$ cat src/rtl/byte_unstripping_n.sv
// Buffers striped multi-lane words and replays their valid bytes one per cycle, in word order then ascending lane.
// Latency: 1 cycle from accept into an empty buffer to data_demux; in_ready drops when full, output holds while out_ready=0.
module byte_unstripping_n #(
   parameter int DATA_W = 8,
   parameter int LANES  = 4,
   parameter int DEPTH  = 4
) (
   input  logic                       clk_f,
   input  logic                       reset,
   input  logic [LANES*DATA_W-1:0]    data_stripe,
   input  logic [LANES-1:0]           valid_stripe,
   output logic                       in_ready,
   output logic [DATA_W-1:0]          data_demux,
   output logic                       valid_demux,
   input  logic                       out_ready,
   output logic [$clog2(DEPTH):0]     fill_level,
   output logic                       err_pattern
);

   localparam int LW = $clog2(LANES);
   localparam int AW = $clog2(DEPTH);
   localparam logic [AW:0] FULL = (AW+1)'(DEPTH);
   localparam logic [AW:0] ONE  = (AW+1)'(1);

   logic [LANES*DATA_W-1:0] dat_mem [DEPTH];
   logic [LANES-1:0]        msk_mem [DEPTH];

   logic [AW-1:0]           wr_ptr, rd_ptr;
   logic [AW:0]             fill;
   logic [LW-1:0]           lane_ptr;
   logic                    rdy_q;

   logic [LANES*DATA_W-1:0] head_dat;
   logic [LANES-1:0]        head_msk, higher, next_msk;
   logic                    last, push, xfer, pop;

   function automatic logic [LW-1:0] first_lane(input logic [LANES-1:0] m);
      first_lane = '0;
      for (int k = LANES-1; k >= 0; k--)
         if (m[k]) first_lane = LW'(k);
   endfunction

   function automatic logic contiguous(input logic [LANES-1:0] m);
      contiguous = ((m & (m + LANES'(1))) == '0);
   endfunction

   always_comb begin
      head_dat    = dat_mem[rd_ptr];
      head_msk    = msk_mem[rd_ptr];
      // Lanes strictly above lane_ptr that are still valid in the head word.
      higher      = head_msk & ~((LANES'(2) << lane_ptr) - LANES'(1));
      last        = (higher == '0);
      valid_demux = (fill != '0);
      data_demux  = valid_demux ? head_dat[int'(lane_ptr)*DATA_W +: DATA_W] : '0;
      in_ready    = rdy_q && (fill != FULL);
      push        = (|valid_stripe) && in_ready;
      xfer        = valid_demux && out_ready;
      pop         = xfer && last;
      // The word that becomes head after a pop: already buffered, or arriving now.
      next_msk    = (fill > ONE) ? msk_mem[rd_ptr + AW'(1)] : valid_stripe;
      fill_level  = fill;
   end

   always_ff @(posedge clk_f) begin
      if (push) begin
         dat_mem[wr_ptr] <= data_stripe;
         msk_mem[wr_ptr] <= valid_stripe;
      end
   end

   always_ff @(posedge clk_f or posedge reset) begin
      if (reset) begin
         wr_ptr      <= '0;
         rd_ptr      <= '0;
         fill        <= '0;
         lane_ptr    <= '0;
         err_pattern <= 1'b0;
         rdy_q       <= 1'b0;
      end else begin
         rdy_q <= 1'b1;
         if (push) begin
            wr_ptr <= wr_ptr + AW'(1);
            if (!contiguous(valid_stripe)) err_pattern <= 1'b1;
         end
         if (pop) rd_ptr <= rd_ptr + AW'(1);
         case ({push, pop})
            2'b10:   fill <= fill + ONE;
            2'b01:   fill <= fill - ONE;
            default: fill <= fill;
         endcase
         if (!valid_demux && push)
            lane_ptr <= first_lane(valid_stripe);
         else if (pop) begin
            if ((fill > ONE) || push) lane_ptr <= first_lane(next_msk);
         end else if (xfer)
            lane_ptr <= first_lane(higher);
      end
   end

endmodule

$ cat config.mk
export PLATFORM = sky130hd
export DESIGN_NAME = byte_unstripping_n
export DESIGN_NICKNAME = d
export VERILOG_FILES = /design/src/rtl/byte_unstripping_n.sv
export SDC_FILE = /design/constraint.sdc
export NUM_CORES = 1
export LEC_CHECK = 0
export CORE_AREA = 2 2 111 113
export DETAILED_ROUTE_END_ITERATION = 8
export DIE_AREA = 0 0 113 115
export PLACE_DENSITY = 0.85
export SLEW_MARGIN = 20
export SYNTH_ARGS = -nofsm -noshare
export SYNTH_HDL_FRONTEND = slang
export SYNTH_SLANG_ARGS = --single-unit
$ cat constraint.sdc
create_clock -name clk_f -period 3.15 [get_ports clk_f]
set_input_delay 0.315 -clock clk_f [delete_from_list [all_inputs] [get_ports clk_f]]
set_output_delay 0.315 -clock clk_f [all_outputs]
set_load 0.01 [all_outputs]
Yosys cells after proc, flatten, opt, wreduce, memory -nomap -nowiden. Memory sizes are Yosys's and may differ from the RTL's. Cells that the tools add are included. Widths: inputs -> output; s select.

Bits in registers: 11. Bits in writable memories: 144. Output and inout port bits: 14. Memories: 2.

Memory list: dat_mem (words 4, bits a word 32, rd ports 1, clocked after Yosys merged registers in 0, write ports 1, line 25) `logic [LANES*DATA_W-1:0] dat_mem [DEPTH];`; msk_mem (words 4, bits a word 4, rd ports 2, clocked after Yosys merged registers in 0, write ports 1, line 26) `logic [LANES-1:0] msk_mem [DEPTH];`.

Add/sub/neg operators: 6. Magnitude comparators: 1. Equality and inequality tests: 4. Shift-type cells: 2. Multiplexer cells: 21. Bitwise operators: 4. Reduce and logical (&&, ||, !) cells: 15.

Operators with widths (number): $mux 2 (16); $shiftx 32x6->8 (1); $and 4x4->4 (2); $logic_not 4->1 (2); $mux 8 (1); $pmux 3 s2 (1); $reduce_bool 3->1 (2); $logic_and 1x1->1 (5); $add 2x1->2 const B (2); $add 4x1->4 const B (1); $mux 4 (1); $not 4->4 (1); $reduce_and 2->1 (2); $reduce_or 4->1 (1); $shl 2x2->4 const A (1); $sub 4x1->4 const B (1); $add 3x1->3 const B (1); $gt 3x1->1 const B (1); $ne 3x1->1 const B (1); $ne 3x3->1 const B (1); $sub 3x1->3 const B (1); $eq 2x1->1 const B (1); $eq 2x2->1 const B (1); $mux 1 (2); other kinds (4) (4).

Logic depth before layout (Yosys ltp).
Word-level depth: 11. Mapped depth: 10. Gate-level depth less buffers: 9.

Least setup slack after synthesis. OpenSTA, ideal clock, no wires.

Path kind: register to register. Start: register fill[0], in the netlist fill_level[0]. End: memory dat_mem[0][0] (netlist bit), enable pin. Setup time: 0.397 ns. Arrival: 2.329 ns. Setup slack: 0.424 ns. Cell stages (with the launch flop): 6. Path buffers: 0. Cells stage by stage: dfrtp_1 > inv_1 > ha_1 > a21boi_1 > a21boi_2 > and2_1.

Cells in the longest elaborated chain, start to end: 5.

Ends and longest elaborated chain: start: declaration (line 29) `logic [AW:0] fill;`; start signal: assignment (line 87) `2'b10: fill <= fill + ONE;`; start signal: assignment (line 88) `2'b01: fill <= fill - ONE;`; start signal: assignment (line 89) `default: fill <= fill;`; $ne 3x3->1 (line 55) `in_ready = rdy_q && (fill != FULL);`; $logic_and 1x1->1 (line 55); named net in_ready (line 12) `output logic in_ready,`; $logic_and 1x1->1 (line 56) `push = (|valid_stripe) && in_ready;`; $mux 1 (line 65) `if (push) begin`; $mux 1 (not written as such) (line 66) `dat_mem[wr_ptr] <= data_stripe;`; end: declaration (line 25).

The timed path passes the listed nets, and every way through them passes these cells.

Worst setup path after layout.
Start: register rd_ptr[0]. End: output port data_demux[7].

Cells in the longest elaborated chain, start to end: 3.

Ends and longest elaborated chain: start: declaration (line 28) `logic [AW-1:0] wr_ptr, rd_ptr;`; start signal: assignment (line 85) `if (pop) rd_ptr <= rd_ptr + AW'(1);`; $mem_v2 4x32; $shiftx 32x6->8 (line 54) `data_demux = valid_demux ? head_dat[int'(lane_ptr)*DATA_W +: DATA_W] : '0;`; $mux 8 (line 54); end: declaration (line 13) `output logic [DATA_W-1:0] data_demux,`.

No other way between the ends.

==> reports/qor.yml <==
status: "complete, but fails checks"
failed_checks: "design-rule violations"
cpPeakStageDelay_ns: 0.56
r2r-start: "rd_ptr[0]"
finalCritPeriodShare: 0.917
timing.fmax_mhz: 346
hpwl_mm: 6.91
synth_cell_types: 42
syn_area_um2: 6370
setup_slack_ns: 0.263
synthCells: 301
stdcell_area_um2: 7900
fillers: 734
cts_num_sinks: 155
grt_pass1_wl_mm: 19.4
end_kind: "output port"
arrival_ns: 2.57
critical_path.cell_chain: "buf_12 > buf_4 > mux4_1 > mux4_2 > and2_1 > dlymetal6s2s_1"
fin_skew_ns: 0.00656
cts_buffer_depth: 2
overflow: 0
via_per_inst: 5.91
die-area_um2: 13000
preCtsSetupSlack_ns: 0.425
drive_gt1_frac: 0.275
synth_common_cells: "144 x edfxtp_1, 40 x mux4_2, 13 x and2_1"
hold_viol: 0
synth.most_common_cell: "edfxtp_1"
total_power_mw: 7.80
die_h_um: 115
rows: 40
critPathKind: "flip-flop to output port"
ys_warn_count: 0
cp_data_required_time_ns: 2.83
path_max_fanout: 10
slew_viol_final: 0
ys_seq_elements: 155
coreArea_um2: 11800
clock_latency_ns: 0.42
cts_buffers: 17
synthDominantCellAreaShare: 0.678
ff_latch_area_um2: 4600
synth_top_area_cell: "edfxtp_1"
port-buffer-count: 52
ys_top_cells_by_area: "edfxtp_1 68%, mux4_2 14%, dfrtp_1 4.3%"
async_reset_ff_frac: 0.0710
die_x_um: 113
grt_max_degree: 42
fin_crit_ns: 2.89
drv_cap: 0
fin_tns_setup_ns: 0
drt-total-wl_mm: 13.0
area.growth.synth_to_final_pct: 24.0
critPathSlowestCell: "mux4_1"
start_kind: "flip-flop"
dr.pass1.iters: 6
root_buffer: "clkbuf_16"
synth_nets: 349
setup_violations: 0
wire_per_inst_um: 24.0
antenna_cells: 0
fin_nets: 428
grt_pass1_vias: 3358
cts_hold_buf: 0
cp-startpoint: "rd_ptr[0]"
syn_area_per_cell_um2: 21.2
multi_input_area_um2: 1640
vdd_drop_max_v: 0.000659
hold_path.class: "input pin to asynchronous set/reset pin"
start_util: 0.540
synthFlopType: "edfxtp_1"
ys_seq_area_frac: 0.722
antenna_found_initial: 0
remaining_drc_errors: 3
tightest_slew_ns: 0.706
vias: 3189
cts_tree: "yes"
finalWeightedCongestion: 0.775
rsz0062_at_grt: "no"
place_area_um2: 7100
p_leak_nw: 2.79
hold-worst-slack_ns: 0.189
ioPinCount: 53
p_per_area_nw_per_um2: 987
grt_util_all_layers: 0.210
synth-edff-count: 144
slew_headroom: 0.529
htree_levels: 4
drtIter0Drc: 264
ant_nets: 0
cts.clk_slew.worst_paths_ns: 0.06
-- layout make-up --
class	count	share of cell area
clock buffer	18	0.0556
clock inverter	14	0.0245
inverter	8	0.00380
multi-input combinational	125	0.208
sequential	155	0.582
tap	147	0.0233
timing repair buffer	73	0.103
-- path summary, 6_finish.rpt --
path | cells past startpoint | to | slack [ns]
setup reg to reg | 10 | fill_level[2] | 0.32
hold / removal | 2 | lane_ptr[1] | 0.19
max in group asynchronous | 2 | rd_ptr[0] | 2.64
hold reg to reg | 1 | err_pattern | 0.46
setup / recovery | 6 | data_demux[7] | 0.26
min in group clk_f | 1 | err_pattern | 0.46
-- registers in the layout, summed over array words and instances (netlist names) --
| name | count |
|---|---|
| rdy_q | 1 |
| rd_ptr | 2 |
| msk_mem | 16 |
| dat_mem | 128 |
| err_pattern | 1 |
| wr_ptr | 2 |
| fill_level | 3 |
| lane_ptr | 2 |
-- through the flow --
stage,utilization,std cells
CTS,0.666,537
floorplan,-,301
detailed placement,0.601,500
finish,0.669,540
global placement,0.601,500
global route,0.669,540
-- critical path, delay by kind of cell (launching register included) --
family | cells | cell delay, ns
mux | 2 | 1.03
buf+inv | 3 | 0.49
flops | 1 | 0.46
simple gates | 1 | 0.17
-- cell families (layout without fill, tap and decap cells) --
logic type	after synthesis	count (layout)	share of synthesized area
multiplexers	51	51	0.175
AND/OR/NAND/NOR	37	37	0.0304
flip-flops	155	155	0.722
AO/OA/AOI/OAI	21	21	0.0255
adder cells (fa/ha/maj)	9	9	0.0177
other	1	1	0.000588
XOR/XNOR	6	6	0.00824
buffers and inverters	21	113	0.0214
-- layer usage --
metal  global-route usage  up-vias  wire [um]
met5                    0        -          0
met4               0.0951        0        185
met3               0.0517       14        623
met2                0.350      124       6920
met1                0.267     1657       5260
li1                     -     1394          -
-- placed cells by master, fill, tap and decap left out, drive strengths merged, types with 2 or more instances in the layout --
master	instances
edfxtp	144
mux4	46
clkdlybuf4s50	44
buf	20
clkbuf	18
and2	13
dfrtp	11
nor2	10
ha	9
inv	9
dlymetal6s2s	8
nand2	7
clkinvlp	5
xnor2	4
bufinv	4
o21ai	4
clkinv	4
nand2b	3
mux2	3
a21oi	3
a21o	2
mux2i	2
a22oi	2
xor2	2
a21boi	2
-- repair_timing --
action / in CTS / in global routing
gates cloned: 3 / 0
endpoints found under the hold margin: 0 / 0
resized for setup: 2 / 8
buffers inserted: 2 / 3
setup endpoints to repair: 7 / 8
-- power by group --
part	total (mW)	internal, mW	leakage (nW)	switching (mW)
registers	2.89	2.70	1.44	0.184
logic	2.77	1.50	1.05	1.26
clock network	2.15	1.35	0.295	0.805
Power figures use the tool's default switching activity.
